**config.mk**
```make
export PLATFORM = sky130hd
export DESIGN_NAME = iso_sprite_mover_flat
export DESIGN_NICKNAME = d
export VERILOG_FILES = /design/src/rtl/iso_sprite_mover_if.sv /design/src/rtl/iso_sprite_mover.sv /design/src/flat_wrapper.sv
export SDC_FILE = /design/constraint.sdc
export NUM_CORES = 1
export LEC_CHECK = 0
export ABC_AREA = 0
export CORE_UTILIZATION = 25
export DETAILED_ROUTE_END_ITERATION = 12
export PLACE_DENSITY = 0.4
export SKIP_LAST_GASP = 1
export SYNTH_ARGS = -nofsm -noshare
export SYNTH_HDL_FRONTEND = slang
export SYNTH_SLANG_ARGS = --single-unit
```
**constraint.sdc**
```tcl
create_clock -name clock -period 3.75 [get_ports clock]
set_input_delay 0.75 -clock clock [delete_from_list [all_inputs] [get_ports clock]]
set_output_delay 0.75 -clock clock [all_outputs]
set_load 0.02 [all_outputs]
```
**src/rtl/iso_sprite_mover_if.sv**
```systemverilog
// Handshake bundle between the input decoder / sprite drawer and the isometric sprite mover.
interface iso_sprite_mover_if #(
    parameter int X_W = 9,
    parameter int Y_W = 8
);
    logic           move;
    logic [1:0]     dir;
    logic           doneBG;
    logic           doneChar;
    logic [X_W-1:0] xCoordinate;
    logic [Y_W-1:0] yCoordinate;
    logic           drawBG;
    logic           drawChar;
    logic           busy;
    logic           blocked;
    logic           teleported;

    modport master (
        output move, dir, doneBG, doneChar,
        input  xCoordinate, yCoordinate, drawBG, drawChar, busy, blocked, teleported
    );

    modport slave (
        input  move, dir, doneBG, doneChar,
        output xCoordinate, yCoordinate, drawBG, drawChar, busy, blocked, teleported
    );
endinterface

```
**src/rtl/iso_sprite_mover.sv**
```systemverilog
// Steps a sprite diagonally on a tick, bounds-checks and portals each step,
// then sequences background-erase and character-draw requests to the drawer.
module iso_sprite_mover #(
    parameter int X_W         = 9,
    parameter int Y_W         = 8,
    parameter int X_MIN       = 1,
    parameter int X_MAX       = 320,
    parameter int Y_MIN       = 1,
    parameter int Y_MAX       = 240,
    parameter int STEP        = 1,
    parameter int START_X     = 95,
    parameter int START_Y     = 221,
    parameter int TICK_DIV    = 6250000,
    parameter int NUM_PORTALS = 1,
    parameter logic [NUM_PORTALS*X_W-1:0] PORTAL_SRC_X = 9'd120,
    parameter logic [NUM_PORTALS*Y_W-1:0] PORTAL_SRC_Y = 8'd196,
    parameter logic [NUM_PORTALS*X_W-1:0] PORTAL_DST_X = 9'd126,
    parameter logic [NUM_PORTALS*Y_W-1:0] PORTAL_DST_Y = 8'd68
) (
    input logic                clock,
    input logic                reset,
    iso_sprite_mover_if.slave  bus
);

    localparam logic [2:0] IDLE      = 3'd0;
    localparam logic [2:0] CHECK     = 3'd1;
    localparam logic [2:0] ERASE     = 3'd2;
    localparam logic [2:0] WAIT_BG   = 3'd3;
    localparam logic [2:0] UPDATE    = 3'd4;
    localparam logic [2:0] DRAW      = 3'd5;
    localparam logic [2:0] WAIT_CHAR = 3'd6;

    localparam int CNT_W = (TICK_DIV > 1) ? $clog2(TICK_DIV) : 1;
    localparam logic [CNT_W-1:0] TICK_LAST = CNT_W'(TICK_DIV - 1);

    localparam logic signed [X_W:0] X_STEP = (X_W+1)'(STEP);
    localparam logic signed [X_W:0] X_LO   = (X_W+1)'(X_MIN);
    localparam logic signed [X_W:0] X_HI   = (X_W+1)'(X_MAX);
    localparam logic signed [Y_W:0] Y_STEP = (Y_W+1)'(STEP);
    localparam logic signed [Y_W:0] Y_LO   = (Y_W+1)'(Y_MIN);
    localparam logic signed [Y_W:0] Y_HI   = (Y_W+1)'(Y_MAX);

    logic [2:0]       state;
    logic [CNT_W-1:0] tick_cnt;
    logic             tick;
    logic [1:0]       dir_q;
    logic [X_W-1:0]   x_q;
    logic [Y_W-1:0]   y_q;
    logic [X_W-1:0]   nx_q;
    logic [Y_W-1:0]   ny_q;
    logic             hit_q;
    logic             blocked_q;
    logic             teleported_q;

    logic signed [X_W:0] cur_x;
    logic signed [Y_W:0] cur_y;
    logic signed [X_W:0] cand_x;
    logic signed [Y_W:0] cand_y;
    logic                legal;
    logic                hit;
    logic [X_W-1:0]      hit_x;
    logic [Y_W-1:0]      hit_y;

    // Free-running tick divider; the FSM only samples it, never stalls it.
    assign tick = (tick_cnt == TICK_LAST);

    always_ff @(posedge clock) begin
        if (reset || tick) begin
            tick_cnt <= '0;
        end else begin
            tick_cnt <= tick_cnt + 1'b1;
        end
    end

    // One extra sign bit lets a step below zero show up as a negative candidate.
    assign cur_x  = signed'({1'b0, x_q});
    assign cur_y  = signed'({1'b0, y_q});
    assign cand_x = dir_q[0] ? (cur_x - X_STEP) : (cur_x + X_STEP);
    assign cand_y = dir_q[1] ? (cur_y - Y_STEP) : (cur_y + Y_STEP);
    assign legal  = (cand_x >= X_LO) && (cand_x <= X_HI) &&
                    (cand_y >= Y_LO) && (cand_y <= Y_HI);

    always_comb begin
        hit   = 1'b0;
        hit_x = '0;
        hit_y = '0;
        for (int unsigned i = 0; i < NUM_PORTALS; i++) begin
            if (!hit &&
                cand_x == signed'({1'b0, PORTAL_SRC_X[i*X_W +: X_W]}) &&
                cand_y == signed'({1'b0, PORTAL_SRC_Y[i*Y_W +: Y_W]})) begin
                hit   = 1'b1;
                hit_x = PORTAL_DST_X[i*X_W +: X_W];
                hit_y = PORTAL_DST_Y[i*Y_W +: Y_W];
            end
        end
    end

    always_ff @(posedge clock) begin
        if (reset) begin
            state        <= IDLE;
            dir_q        <= '0;
            x_q          <= X_W'(START_X);
            y_q          <= Y_W'(START_Y);
            nx_q         <= '0;
            ny_q         <= '0;
            hit_q        <= 1'b0;
            blocked_q    <= 1'b0;
            teleported_q <= 1'b0;
        end else begin
            blocked_q    <= 1'b0;
            teleported_q <= 1'b0;
            case (state)
                IDLE: begin
                    if (bus.move && tick) begin
                        dir_q <= bus.dir;
                        state <= CHECK;
                    end
                end
                CHECK: begin
                    nx_q  <= hit ? hit_x : cand_x[X_W-1:0];
                    ny_q  <= hit ? hit_y : cand_y[Y_W-1:0];
                    hit_q <= hit;
                    if (legal) begin
                        state <= ERASE;
                    end else begin
                        blocked_q <= 1'b1;
                        state     <= IDLE;
                    end
                end
                ERASE: state <= WAIT_BG;
                WAIT_BG: begin
                    if (bus.doneBG) begin
                        state <= UPDATE;
                    end
                end
                UPDATE: begin
                    x_q          <= nx_q;
                    y_q          <= ny_q;
                    teleported_q <= hit_q;
                    state        <= DRAW;
                end
                DRAW: state <= WAIT_CHAR;
                WAIT_CHAR: begin
                    if (bus.doneChar) begin
                        state <= IDLE;
                    end
                end
                default: state <= IDLE;
            endcase
        end
    end

    assign bus.xCoordinate = x_q;
    assign bus.yCoordinate = y_q;
    assign bus.drawBG      = (state == ERASE) || (state == WAIT_BG);
    assign bus.drawChar    = (state == DRAW)  || (state == WAIT_CHAR);
    assign bus.busy        = (state != IDLE);
    assign bus.blocked     = blocked_q;
    assign bus.teleported  = teleported_q;

endmodule

```
**src/flat_wrapper.sv**
```systemverilog
// flat-port wrapper written by rule: the top's interface ports become plain ports
module iso_sprite_mover_flat 
#(
    parameter int X_W         = 9,
    parameter int Y_W         = 8,
    parameter int X_MIN       = 1,
    parameter int X_MAX       = 320,
    parameter int Y_MIN       = 1,
    parameter int Y_MAX       = 240,
    parameter int STEP        = 1,
    parameter int START_X     = 95,
    parameter int START_Y     = 221,
    parameter int TICK_DIV    = 6250000,
    parameter int NUM_PORTALS = 1,
    parameter logic [NUM_PORTALS*X_W-1:0] PORTAL_SRC_X = 9'd120,
    parameter logic [NUM_PORTALS*Y_W-1:0] PORTAL_SRC_Y = 8'd196,
    parameter logic [NUM_PORTALS*X_W-1:0] PORTAL_DST_X = 9'd126,
    parameter logic [NUM_PORTALS*Y_W-1:0] PORTAL_DST_Y = 8'd68
)
  (clock, reset, bus_move, bus_dir, bus_doneBG, bus_doneChar, bus_xCoordinate, bus_yCoordinate, bus_drawBG, bus_drawChar, bus_busy, bus_blocked, bus_teleported);
  iso_sprite_mover_if #(.X_W(X_W), .Y_W(Y_W)) bus_i ();
  input logic clock;
  input logic reset;
  input wire logic [$bits(bus_i.move)-1:0] bus_move;
  input wire logic [$bits(bus_i.dir)-1:0] bus_dir;
  input wire logic [$bits(bus_i.doneBG)-1:0] bus_doneBG;
  input wire logic [$bits(bus_i.doneChar)-1:0] bus_doneChar;
  output wire logic [$bits(bus_i.xCoordinate)-1:0] bus_xCoordinate;
  output wire logic [$bits(bus_i.yCoordinate)-1:0] bus_yCoordinate;
  output wire logic [$bits(bus_i.drawBG)-1:0] bus_drawBG;
  output wire logic [$bits(bus_i.drawChar)-1:0] bus_drawChar;
  output wire logic [$bits(bus_i.busy)-1:0] bus_busy;
  output wire logic [$bits(bus_i.blocked)-1:0] bus_blocked;
  output wire logic [$bits(bus_i.teleported)-1:0] bus_teleported;
  assign bus_i.move = bus_move;
  assign bus_i.dir = bus_dir;
  assign bus_i.doneBG = bus_doneBG;
  assign bus_i.doneChar = bus_doneChar;
  assign bus_xCoordinate = bus_i.xCoordinate;
  assign bus_yCoordinate = bus_i.yCoordinate;
  assign bus_drawBG = bus_i.drawBG;
  assign bus_drawChar = bus_i.drawChar;
  assign bus_busy = bus_i.busy;
  assign bus_blocked = bus_i.blocked;
  assign bus_teleported = bus_i.teleported;
  iso_sprite_mover #(.X_W(X_W), .Y_W(Y_W), .X_MIN(X_MIN), .X_MAX(X_MAX), .Y_MIN(Y_MIN), .Y_MAX(Y_MAX), .STEP(STEP), .START_X(START_X), .START_Y(START_Y), .TICK_DIV(TICK_DIV), .NUM_PORTALS(NUM_PORTALS), .PORTAL_SRC_X(PORTAL_SRC_X), .PORTAL_SRC_Y(PORTAL_SRC_Y), .PORTAL_DST_X(PORTAL_DST_X), .PORTAL_DST_Y(PORTAL_DST_Y)) u_core (.clock(clock), .reset(reset), .bus(bus_i));
endmodule
```
==> results.json <==
{
  "run_status": "complete, no violations",
  "synth_flop_cell": "sky130_fd_sc_hd__dfxtp_1",
  "numCtsBuffers": 9,
  "ys_seq_elements": 65,
  "grt_pass1_vias": 3011,
  "critPathLaunchType": "flop",
  "avgRoutedWirePerCell_um": 14.6,
  "worst_slew_pin_slew_ns": 0.774,
  "post_synth_main_area_contributors": "sky130_fd_sc_hd__dfxtp_1 (35%), sky130_fd_sc_hd__ha_1 (6.8%), sky130_fd_sc_hd__nor2_1 (6.4%), sky130_fd_sc_hd__nand2_1 (5.7%), sky130_fd_sc_hd__xor2_1 (5.0%)",
  "antenna_found_initial": 0,
  "timing.final.hold_violations": 0,
  "drtAntennaViolNets": 0,
  "route.detailed.vias_per_inst": 4.80,
  "post_cts_buffers": 0,
  "multiInputGateArea_um2": 2220,
  "diodes": 0,
  "initial_utilization_pct": 26.0,
  "grt_pass1_wl_um": 15700,
  "die_h_um": 123,
  "seqCellArea_um2": 1300,
  "drt_first_pass_iters": 4,
  "largest_fanout_on_the_critical_path": 10,
  "setup-violations-final": 0,
  "arrival_ns": 3.57,
  "die_area_um2": 15200,
  "post-route-drc-count": 0,
  "drive_gt1_share_pct": 9.01,
  "synth-edff-count": 0,
  "synthesis.instances": 437,
  "h-tree-depth": 3,
  "n_fill_cell": 1488,
  "grt_util_all_layers_pct": 13.8,
  "cts_hold_repair.buffers": 0,
  "synth_nets": 466,
  "setup_tns_ns": 0,
  "synth_top_area_share_pct": 35.5,
  "design.core.area_um2": 14100,
  "cp_data_required_time_ns": 3.95,
  "synth.yosys.seq_area_share_pct": 35.5,
  "num_io_pins": 29,
  "cts.sink_count": 65,
  "routed-via-count": 3104,
  "final-max-slew-violation-count": 0,
  "placement_setup_slack_ns": 0.407,
  "fin_skew_ns": 0.00761,
  "cts.clk_slew.worst_paths_ns": 0.06,
  "fin_crit_ns": 3.37,
  "syn_avg_cell_area_um2": 8.40,
  "wirelength_um": 9430,
  "placementRows": 43,
  "setup.worst_path.class": "flop to flop",
  "detail_route.iter0.violations": 146,
  "cts-root-buf": "sky130_fd_sc_hd__clkbuf_16",
  "maximum_number_of_pins_on_one_net_before_global_route_repair": 23,
  "tritoncts": "yes",
  "placement.io_buffers": 28,
  "die_width_um": 123,
  "worst_supply_voltage_drop_on_vdd_mv": 0.295,
  "largest_area_contributor_in_the_synthesized_netlist": "sky130_fd_sc_hd__dfxtp_1",
  "grt_setup_unrepaired": "no",
  "p_leak_nw": 1.73,
  "finalWeightedCongestion": 0.880,
  "gr-total-overflow": 0,
  "power_per_cell_area_nw_per_um2": 663,
  "netlist-cell-type-count": 64,
  "synth_area_um2": 3670,
  "cap_violations": 0,
  "synthArstFlopShare_pct": 0,
  "crit_path_end_kind": "flop",
  "worstHoldPathType": "flop to flop",
  "cts_buffer_depth": 2,
  "hpwl_um": 6870,
  "setup_ws_ns": 0.385,
  "area_growth_syn_to_layout_pct": 19.9,
  "yosysWarningCount": 0,
  "achievable-frequency_mhz": 297,
  "design.final.nets": 490,
  "clkLatencyLatePin_ns": 0.34,
  "final_cycle_utilization_of_the_critical_path_pct": 89.7,
  "max_slew_margin_pct": 48.4,
  "post_cts.resized_instances": 0
}
==> kinds of logic after synthesis <==
logic type / after synthesis / share of synthesized area, %
muxes: 4 / 1.16
DFF: 65 / 35.5
and+or+nand+nor: 204 / 27.9
AOI/OAI and AO/OA: 77 / 15.6
xor gates and xnor gates: 33 / 7.88
adders and majority gates: 22 / 7.91
buffers and inverters: 32 / 4.06
==> flip-flops by register name (all words and copies together), names as in the netlist <==
signal and count:
u_core.nx_q 9, u_core.state 3, u_core.dir_q 2, u_core.bus.xCoordinate 9
u_core.bus.blocked 1, u_core.bus.teleported 1, u_core.tick_cnt 23, u_core.hit_q 1
u_core.bus.yCoordinate 8, u_core.ny_q 8
==> report_power, final <==
group          total (W)  switching (W)  internal, W
combinational    0.00117       0.000671     0.000494
clock           0.000808       0.000336     0.000472
sequential      0.000942       0.000132     0.000810
total            0.00292        0.00114      0.00178
==> worst max-delay path: stages (launching register included) <==
cell and delay (ns):
sky130_fd_sc_hd__dfxtp_1 0.61, sky130_fd_sc_hd__ha_1 0.40, sky130_fd_sc_hd__a21o_1 0.24, sky130_fd_sc_hd__a221oi_2 0.22, sky130_fd_sc_hd__nand3_1 0.15, sky130_fd_sc_hd__or3_1 0.43, sky130_fd_sc_hd__or4_4 0.51, sky130_fd_sc_hd__nor4b_4 0.51
sky130_fd_sc_hd__o21ai_0 0.16
==> per-stage QoR <==
stage	total power, W	std cells	area (µm²)	utilization [%]	hold WS [ns]
global route	0.00314	646	4400	31.2	0.471
floorplan	0.00177	437	3670	-	0.426
global placement	0.00213	630	4110	29.2	0.438
CTS	0.00296	646	4400	31.2	0.454
detailed placement	0.00213	630	4110	29.2	0.444
finish	0.00292	646	4400	31.2	0.453
==> layer usage <==
metal  global-route usage [%]  part of all wire, %  vias up
li1                         -                    -     1588
met1                     17.4                   49     1463
met2                     22.0                   46       41
met3                     4.29                  3.5       12
met4                     4.89                  1.6        0
met5                        0                    0        -
==> path summary, 6_finish.rpt <==
path | depth (start not counted) | start | slack (ns) | endpoint
max | 8 | u_core.dir_q[1] | 0.38 | u_core.ny_q[1]
min reg2reg | 1 | u_core.tick_cnt[0] | 0.45 | u_core.tick_cnt[0]
min | 1 | u_core.tick_cnt[0] | 0.45 | u_core.tick_cnt[0]
max reg2reg | 8 | u_core.dir_q[1] | 0.38 | u_core.ny_q[1]
==> cell usage after synthesis (2+ instances only) <==
library cell,number
sky130_fd_sc_hd__a31oi_1,3
sky130_fd_sc_hd__a2111oi_0,2
sky130_fd_sc_hd__nand2b_1,4
sky130_fd_sc_hd__a21o_1,4
sky130_fd_sc_hd__a31o_2,3
sky130_fd_sc_hd__mux2_2,2
sky130_fd_sc_hd__a22o_1,2
sky130_fd_sc_hd__ha_1,20
sky130_fd_sc_hd__nor3b_1,2
sky130_fd_sc_hd__inv_1,13
sky130_fd_sc_hd__a311oi_1,2
sky130_fd_sc_hd__o21bai_1,2
sky130_fd_sc_hd__nor3_1,7
sky130_fd_sc_hd__fa_1,2
sky130_fd_sc_hd__dfxtp_1,65
sky130_fd_sc_hd__a221oi_1,2
sky130_fd_sc_hd__or2_2,3
sky130_fd_sc_hd__mux2i_1,2
sky130_fd_sc_hd__and2b_2,2
sky130_fd_sc_hd__nand3_1,18
sky130_fd_sc_hd__o21ai_0,5
sky130_fd_sc_hd__clkbuf_1,15
sky130_fd_sc_hd__a211oi_1,10
sky130_fd_sc_hd__a211o_1,4
sky130_fd_sc_hd__o211ai_1,3
sky130_fd_sc_hd__clkbuf_8,2
sky130_fd_sc_hd__and4_2,2
sky130_fd_sc_hd__nand4_1,6
sky130_fd_sc_hd__nor2b_1,4
sky130_fd_sc_hd__and3_1,7
sky130_fd_sc_hd__nand2_1,56
sky130_fd_sc_hd__o2111ai_1,2
sky130_fd_sc_hd__and2_1,2
sky130_fd_sc_hd__xnor2_1,12
sky130_fd_sc_hd__nor4b_1,2
sky130_fd_sc_hd__o41ai_1,3
sky130_fd_sc_hd__nand3b_1,15
sky130_fd_sc_hd__nor2_1,63
sky130_fd_sc_hd__xor2_1,21
sky130_fd_sc_hd__a21oi_1,17
sky130_fd_sc_hd__o21a_1,3
==> layout by cell type (no fill, tap or decap), types with 10 or more instances in the layout <==
cell and count:
sky130_fd_sc_hd__a211oi_1 10, sky130_fd_sc_hd__a21oi_1 17, sky130_fd_sc_hd__clkdlybuf4s50_1 28, sky130_fd_sc_hd__dfxtp_1 65, sky130_fd_sc_hd__ha_1 20, sky130_fd_sc_hd__inv_1 13
sky130_fd_sc_hd__nand2_1 56, sky130_fd_sc_hd__nand3_1 18, sky130_fd_sc_hd__nand3b_1 15, sky130_fd_sc_hd__nor2_1 63, sky130_fd_sc_hd__xnor2_1 12, sky130_fd_sc_hd__xor2_1 21
==> cell type report <==
cell class / instances / share of cell area (%)
Inverter: 13 / 1.11
Timing Repair Buffer: 32 / 7.05
Clock buffer: 10 / 5.43
Tap cell: 180 / 5.12
Sequential cell: 65 / 29.6
Clock inverter: 6 / 1.14
Multi-Input combinational cell: 340 / 50.6
No activity file was read; power rests on OpenSTA's default activity.
